## src/rtl/gps_tb_pkg.sv

```systemverilog
// Shared constants for the GPS time base: register map (word offsets on
// wb_adr_i[4:2]), STATUS bit positions and hardware-reset default periods.
package gps_tb_pkg;

  typedef enum logic [2:0] {
    REG_PROG_TIC   = 3'd0,
    REG_PROG_ACCUM = 3'd1,
    REG_SW_RESET   = 3'd2,
    REG_STATUS     = 3'd3,
    REG_NEW_DATA   = 3'd4,
    REG_INT_EN     = 3'd5
  } reg_sel_e;

  localparam int STAT_TIC_BIT = 0;
  localparam int STAT_ACC_BIT = 1;

  // Period minus one: 100 ms TIC and 0.5 ms accum at 48 MHz.
  localparam logic [23:0] TIC_DEFAULT_P = 24'h493DFF;
  localparam logic [15:0] ACC_DEFAULT_P = 16'h5DBF;

endpackage

```

## src/rtl/gps_time_base_mc_if.sv

```systemverilog
// Wishbone slave bus of the GPS time base.
//   slave  : adr/dat/sel/stb/cyc/we in, dat_o/ack out
//   master : mirror image for the bus owner
interface gps_time_base_mc_if;
  logic [31:0] wb_adr_i;
  logic [31:0] wb_dat_i;
  logic [31:0] wb_dat_o;
  logic [3:0]  wb_sel_i;
  logic        wb_stb_i;
  logic        wb_cyc_i;
  logic        wb_we_i;
  logic        wb_ack_o;

  modport slave (
    input  wb_adr_i, wb_dat_i, wb_sel_i, wb_stb_i, wb_cyc_i, wb_we_i,
    output wb_dat_o, wb_ack_o
  );

  modport master (
    output wb_adr_i, wb_dat_i, wb_sel_i, wb_stb_i, wb_cyc_i, wb_we_i,
    input  wb_dat_o, wb_ack_o
  );
endinterface

```

## src/rtl/gps_time_base_mc_period_strobe.sv

```systemverilog
// Programmable period strobe: a down-counter that pulses strobe_o for one
// cycle when it reaches zero and reloads period_i (period = period_i+1).
//   clk, rst_n     : clock, async active-low reset (count -> DEFAULT)
//   period_i       : reload value, sampled only at reload time
//   soft_reload_i  : force an immediate reload; suppresses the strobe
//   strobe_o       : one-cycle pulse at terminal count
module gps_period_strobe #(
  parameter int           W       = 24,
  parameter logic [W-1:0] DEFAULT = '0
) (
  input  logic         clk,
  input  logic         rst_n,
  input  logic [W-1:0] period_i,
  input  logic         soft_reload_i,
  output logic         strobe_o
);

  logic [W-1:0] cnt_q, cnt_d;

  always_comb begin
    strobe_o = 1'b0;
    cnt_d    = cnt_q - W'(1);
    if (soft_reload_i) begin
      cnt_d = period_i;
    end else if (cnt_q == '0) begin
      strobe_o = 1'b1;
      cnt_d    = period_i;
    end
  end

  always_ff @(posedge clk or negedge rst_n) begin
    if (!rst_n) cnt_q <= DEFAULT;
    else        cnt_q <= cnt_d;
  end

endmodule

```

## src/rtl/gps_time_base_mc.sv

```systemverilog
// GPS time base: TIC and accumulation period strobes, event STATUS and
// per-channel NEW_DATA flags, accumulation interrupt, Wishbone registers.
//   clk, hw_rstn  : clock, async active-low reset
//   wb            : Wishbone slave (registered single-cycle ack)
//   ch_dump       : per-channel dump pulses, latched into NEW_DATA
//   tic_enable    : TIC period strobe
//   accum_enable  : accumulation period strobe
//   accum_int     : STATUS accum flag gated by INT_EN
module gps_time_base_mc
  import gps_tb_pkg::*;
#(
  parameter int               NUM_CH      = 12,
  parameter int               TIC_W       = 24,
  parameter int               ACC_W       = 16,
  parameter logic [TIC_W-1:0] TIC_DEFAULT = TIC_W'(TIC_DEFAULT_P),
  parameter logic [ACC_W-1:0] ACC_DEFAULT = ACC_W'(ACC_DEFAULT_P)
) (
  input  logic              clk,
  input  logic              hw_rstn,
  gps_time_base_mc_if.slave wb,
  input  logic [NUM_CH-1:0] ch_dump,
  output logic              tic_enable,
  output logic              accum_enable,
  output logic              accum_int
);

  logic              ack_q, we_q, int_en_q;
  logic [2:0]        adr_q;
  logic [31:0]       dat_q, rdata;
  logic [TIC_W-1:0]  prog_tic_q;
  logic [ACC_W-1:0]  prog_acc_q;
  logic [1:0]        status_q, status_d;
  logic [NUM_CH-1:0] new_q, new_d;
  logic              req, rd, wr, sw_rst, status_clr, new_clr;
  logic              unused_bits;

  // The access is captured at request time and executed in the ack cycle,
  // so side effects happen exactly once per transfer.
  assign req        = wb.wb_stb_i & wb.wb_cyc_i & ~ack_q;
  assign wr         = ack_q & we_q;
  assign rd         = ack_q & ~we_q;
  assign sw_rst     = wr && (adr_q == REG_SW_RESET);
  assign status_clr = (rd && (adr_q == REG_STATUS)) || sw_rst;
  assign new_clr    = (rd && (adr_q == REG_NEW_DATA)) || sw_rst;

  assign unused_bits = ^{wb.wb_sel_i, wb.wb_adr_i[31:5], wb.wb_adr_i[1:0], dat_q};

  always_ff @(posedge clk or negedge hw_rstn) begin
    if (!hw_rstn) begin
      ack_q <= 1'b0;
      we_q  <= 1'b0;
      adr_q <= '0;
      dat_q <= '0;
    end else begin
      ack_q <= req;
      if (req) begin
        we_q  <= wb.wb_we_i;
        adr_q <= wb.wb_adr_i[4:2];
        dat_q <= wb.wb_dat_i;
      end
    end
  end

  always_ff @(posedge clk or negedge hw_rstn) begin
    if (!hw_rstn) begin
      prog_tic_q <= TIC_DEFAULT;
      prog_acc_q <= ACC_DEFAULT;
      int_en_q   <= 1'b1;
    end else if (wr) begin
      case (adr_q)
        REG_PROG_TIC:   prog_tic_q <= dat_q[TIC_W-1:0];
        REG_PROG_ACCUM: prog_acc_q <= dat_q[ACC_W-1:0];
        REG_INT_EN:     int_en_q   <= dat_q[0];
        default: ;
      endcase
    end
  end

  // Clear first, then OR in this cycle's events so a coincident event wins.
  always_comb begin
    status_d               = status_clr ? '0 : status_q;
    status_d[STAT_TIC_BIT] = status_d[STAT_TIC_BIT] | tic_enable;
    status_d[STAT_ACC_BIT] = status_d[STAT_ACC_BIT] | accum_enable;
    new_d                  = (new_clr ? '0 : new_q) | ch_dump;
  end

  always_ff @(posedge clk or negedge hw_rstn) begin
    if (!hw_rstn) begin
      status_q <= '0;
      new_q    <= '0;
    end else begin
      status_q <= status_d;
      new_q    <= new_d;
    end
  end

  // Read data reflects pre-clear register contents during the ack cycle.
  always_comb begin
    rdata = '0;
    case (adr_q)
      REG_PROG_TIC:   rdata = 32'(prog_tic_q);
      REG_PROG_ACCUM: rdata = 32'(prog_acc_q);
      REG_STATUS:     rdata = 32'(status_q);
      REG_NEW_DATA:   rdata = 32'(new_q);
      REG_INT_EN:     rdata = {31'd0, int_en_q};
      default:        rdata = '0;
    endcase
  end

  assign wb.wb_dat_o = rd ? rdata : '0;
  assign wb.wb_ack_o = ack_q;
  assign accum_int   = status_q[STAT_ACC_BIT] & int_en_q;

  gps_period_strobe #(.W(TIC_W), .DEFAULT(TIC_DEFAULT)) u_tic (
    .clk          (clk),
    .rst_n        (hw_rstn),
    .period_i     (prog_tic_q),
    .soft_reload_i(sw_rst),
    .strobe_o     (tic_enable)
  );

  gps_period_strobe #(.W(ACC_W), .DEFAULT(ACC_DEFAULT)) u_acc (
    .clk          (clk),
    .rst_n        (hw_rstn),
    .period_i     (prog_acc_q),
    .soft_reload_i(sw_rst),
    .strobe_o     (accum_enable)
  );

endmodule

```

## src/flat_wrapper.sv

```systemverilog
// flat-port wrapper written by rule: the top's interface ports become plain ports
module gps_time_base_mc_flat import gps_tb_pkg::*;
#(
  parameter int               NUM_CH      = 12,
  parameter int               TIC_W       = 24,
  parameter int               ACC_W       = 16,
  parameter logic [TIC_W-1:0] TIC_DEFAULT = TIC_W'(TIC_DEFAULT_P),
  parameter logic [ACC_W-1:0] ACC_DEFAULT = ACC_W'(ACC_DEFAULT_P)
)
  (clk, hw_rstn, ch_dump, tic_enable, accum_enable, accum_int, wb_wb_adr_i, wb_wb_dat_i, wb_wb_sel_i, wb_wb_stb_i, wb_wb_cyc_i, wb_wb_we_i, wb_wb_dat_o, wb_wb_ack_o);
  gps_time_base_mc_if wb_i ();
  input  logic clk;
  input  logic hw_rstn;
  input  logic [NUM_CH-1:0] ch_dump;
  output logic tic_enable;
  output logic accum_enable;
  output logic accum_int;
  input wire logic [$bits(wb_i.wb_adr_i)-1:0] wb_wb_adr_i;
  input wire logic [$bits(wb_i.wb_dat_i)-1:0] wb_wb_dat_i;
  input wire logic [$bits(wb_i.wb_sel_i)-1:0] wb_wb_sel_i;
  input wire logic [$bits(wb_i.wb_stb_i)-1:0] wb_wb_stb_i;
  input wire logic [$bits(wb_i.wb_cyc_i)-1:0] wb_wb_cyc_i;
  input wire logic [$bits(wb_i.wb_we_i)-1:0] wb_wb_we_i;
  output wire logic [$bits(wb_i.wb_dat_o)-1:0] wb_wb_dat_o;
  output wire logic [$bits(wb_i.wb_ack_o)-1:0] wb_wb_ack_o;
  assign wb_i.wb_adr_i = wb_wb_adr_i;
  assign wb_i.wb_dat_i = wb_wb_dat_i;
  assign wb_i.wb_sel_i = wb_wb_sel_i;
  assign wb_i.wb_stb_i = wb_wb_stb_i;
  assign wb_i.wb_cyc_i = wb_wb_cyc_i;
  assign wb_i.wb_we_i = wb_wb_we_i;
  assign wb_wb_dat_o = wb_i.wb_dat_o;
  assign wb_wb_ack_o = wb_i.wb_ack_o;
  gps_time_base_mc #(.NUM_CH(NUM_CH), .TIC_W(TIC_W), .ACC_W(ACC_W), .TIC_DEFAULT(TIC_DEFAULT), .ACC_DEFAULT(ACC_DEFAULT)) u_core (.clk(clk), .hw_rstn(hw_rstn), .wb(wb_i), .ch_dump(ch_dump), .tic_enable(tic_enable), .accum_enable(accum_enable), .accum_int(accum_int));
endmodule
```

## config.mk

```make
export PLATFORM = sky130hd
export DESIGN_NAME = gps_time_base_mc_flat
export DESIGN_NICKNAME = d
export VERILOG_FILES = /design/src/rtl/gps_tb_pkg.sv /design/src/rtl/gps_time_base_mc_if.sv /design/src/rtl/gps_time_base_mc_period_strobe.sv /design/src/rtl/gps_time_base_mc.sv /design/src/flat_wrapper.sv
export SDC_FILE = /design/constraint.sdc
export NUM_CORES = 1
export LEC_CHECK = 0
export ABC_CLOCK_PERIOD_IN_PS = 2050
export BUFFER_PORTS_ARGS = -buffer_cell sky130_fd_sc_hd__buf_2
export CAP_MARGIN = 10
export CORE_UTILIZATION = 45
export CTS_CLUSTER_DIAMETER = 60
export CTS_CLUSTER_SIZE = 25
export DETAILED_ROUTE_END_ITERATION = 8
export GPL_ROUTABILITY_DRIVEN = 0
export PLACE_DENSITY = 0.64
export SETUP_SLACK_MARGIN = 0.2
export SLEW_MARGIN = 15
export SYNTH_ARGS = -nofsm -noshare
export SYNTH_HDL_FRONTEND = slang
export SYNTH_SLANG_ARGS = --single-unit
```

## constraint.sdc

```tcl
create_clock -name clk -period 2.05 [get_ports clk]
set_input_delay 0.1025 -clock clk [delete_from_list [all_inputs] [get_ports clk]]
set_output_delay 0.1025 -clock clk [all_outputs]
set_load 0.005 [all_outputs]
```

==> flow_summary.toml <==
[run_status]
outcome = "finished with violations"
violations = "setup timing"

[setup_path]
reg2reg_depth = 7
worstSetupPathType = "flip-flop to primary output"
cp_num_buf_inv = 1
cp_num_cells = 5
crit_path_top_delay_cell = "or4_4"
cp_max_fo = 2
critPathMaxStageDelay_ps = 530
start_kind = "flip-flop"
critPathTopFamily = "simple AND/OR/NAND/NOR gates"
endpoint_kind = "primary output"
crit_chain = "or4_4 > nand4bb_4 > or2_4 > nor2_4 > buf_2"
crit_required_ps = 1950
arrival_ps = 2010

[synthesis]
synth-main-ff-cell = "dfrtp_1"
syn_area_um2 = 5990
yosys.area.top_type = "dfrtp_1"
async_flop_share_pct = 100
synth-compound-area-share_pct = 8.11
synth_simple_gate_area_share_pct = 19.4
synth.mux.area_fraction_pct = 10.2
ys_seq_elements = 124
synth.avg_cell_area_um2 = 10.2
synth_top_area_share_pct = 28.0
synthXorXnorAreaFrac_pct = 4.53
synth_cell_type_count = 48
synth.area.top_cells = "dfrtp_1, dfstp_2, nand2_1, mux2_2, xnor2_1"
synth-edff-count = 0
yosysWarnings = 0
synth_fa_ha_area_share_pct = 0.836
synth_most_common_cell = "nand2_1"
syn_inst = 590
yosysSeqAreaShare_pct = 53.0
synth_commonest_cells = "nand2_1, dfrtp_1, dfstp_2, mux2_2, nor2_1"
synth_top_family_by_area = "simple AND/OR/NAND/NOR gates"

[detailed_routing]
dr.pass1.iters = 5
routed_wl_mm = 14.9
via_count = 4710
drt_iter0_drc = 331
detail_route.wl_per_cell_um = 16.1
ant_nets = 0
route.detailed.drc = 0
via_per_inst = 5.09

[power]
peakVddDrop_mv = 0.693
power.density_nw_per_um2 = 1240
power.leakage_uw = 0.00354

[timing]
tns_ps = -64.9
maxSlewHeadroom_pct = 65.5
skew_ps = 6.58
tightest_slew_ps = 516
finalCritPeriodShare_pct = 103
fin_crit_ps = 2110
fin_ws_ps = -64.9
finalMaxSlewViolations = 0
timing.final.hold_violations = 0
fmax_ghz = 0.473
rsz0062_at_grt = "true"
setup_viol = 1

[grt]
use_met1_pct = 31.4
grt_pass1_vias = 4763
top_usage_layer = "met2"
grt_max_degree = 45
groute.layer.met2.usage_pct = 35.9
grt_pass1_wl_mm = 24.7
antenna_found_initial = 0
overflow = 0
met3_usage_pct = 5.64
grt_usage_pct = 23.2

[clocking]
cts_buffer_depth = 2
path_clk_slew_ps = 50
htree_levels = 4
clockRootBuffer = "clkbuf_16"
cts_num_sinks = 124
tritoncts = "done"
clock_latency_ps = 420
cts_buffers = 17

[floorplan]
fp.dieW_um = 117
rows = 41
start_util_pct = 46.9
pin_count = 121
core_area_um2 = 12800
die_y_um = 117
die_area_um2 = 13800

[cells_and_area]
diodes = 0
post_route_cells_drive_above_1_share_pct = 38.6
multi_input_area_um2 = 2850
syn_to_final_growth_pct = 35.8
fillers = 1017
layout.nets = 830
regArea_um2 = 3180

[hold_path]
hold_class = "primary input to async pin"

[place]
pre_cts_slack_ps = 55.4
portBuffers = 71
dp_hpwl_mm = 9.62

[run]
drv_cap = 0
-- metrics by stage --
step / utilization (%) / std cells / hold slack [ps] / area (µm²) / total power (µW)
floorplan: - / 597 / -193 / 6020 / 5730
global placement: 51.9 / 834 / 66.8 / 6630 / 6400
detailed placement: 51.9 / 834 / 70.8 / 6630 / 6510
CTS: 62.5 / 922 / 172 / 7980 / 9880
global route: 63.7 / 926 / 215 / 8140 / 10600
finish: 63.7 / 926 / 171 / 8140 / 10100
-- layer usage --
layer | part of all wire (%) | up-vias
met5 | 0 | -
met4 | 1.4 | 0
met3 | 4.6 | 16
met2 | 47 | 132
met1 | 47 | 2276
li1 | - | 2286
-- path summary, 6_finish.rpt --
kind | startpoint | end | slack [ps]
max | u_core.u_tic.cnt_q[19] | tic_enable | -60
max reg2reg | u_core.u_tic.cnt_q[19] | u_core.u_tic.cnt_q[16] | 20
max in group asynchronous | hw_rstn | u_core.prog_acc_q[12] | 1140
min | hw_rstn | u_core.dat_q[0] | 170
min reg2reg | u_core.dat_q[18] | u_core.dat_q[18] | 470
min in group clk | wb_wb_stb_i | u_core.dat_q[4] | 350
-- what timing repair did --
item                                   CTS  global route
setup buffers                           13             4
endpoints found under the hold margin   68             0
resized for setup                       49            24
cloned                                   2             0
pin swaps                               21            17
setup endpoints to repair               61            64
hold buffers                            41             0
-- cell type report --
class	count	share of cell area, %
Timing Repair Buffer	162	15.9
Clock buffer	24	5.68
Clock inverter	8	1.45
Sequential cell	124	39.1
Multi-Input combinational cell	429	35.0
Inverter	7	0.323
Tap cell	172	2.65
-- placed cells by master (no fill, tap or decap), drive strengths merged, types with 18 or more instances in the layout --
cell / synthesis / routed
o21ai: 39 / 39
a21oi: 19 / 19
clkbuf: 18 / 24
dlygate4sd3: 0 / 41
buf: 19 / 121
dfstp: 57 / 57
dfrtp: 67 / 67
nor3: 18 / 18
xnor2: 21 / 21
nand2: 134 / 134
nor2: 40 / 40
mux2: 42 / 42
-- flip-flops by register name, indices dropped and copies added, names as in the netlist --
signal and cells:
u_core.dat_q 24, u_core.status_q 2, u_core.prog_tic_q 24, u_core.u_tic.cnt_q 24, u_core.adr_q 3, u_core.int_en_q 1, u_core.new_q 12, u_core.wb.wb_ack_o 1
u_core.we_q 1, u_core.u_acc.cnt_q 16, u_core.prog_acc_q 16
-- report_power, final --
part           switching, µW  internal (µW)  total [µW]
logic                   1190           1450        2640
registers                861           3600        4460
clock network           1030           1930        2960
total                   3090           6980       10100
-- kinds of logic after synthesis --
family,Yosys count
flops,124
fa+ha+maj,4
compound gates,83
mux,56
other cells,1
xor+xnor,31
buf+inv,44
simple gates,247
Note: power is estimated with default switching activity, not from simulation.
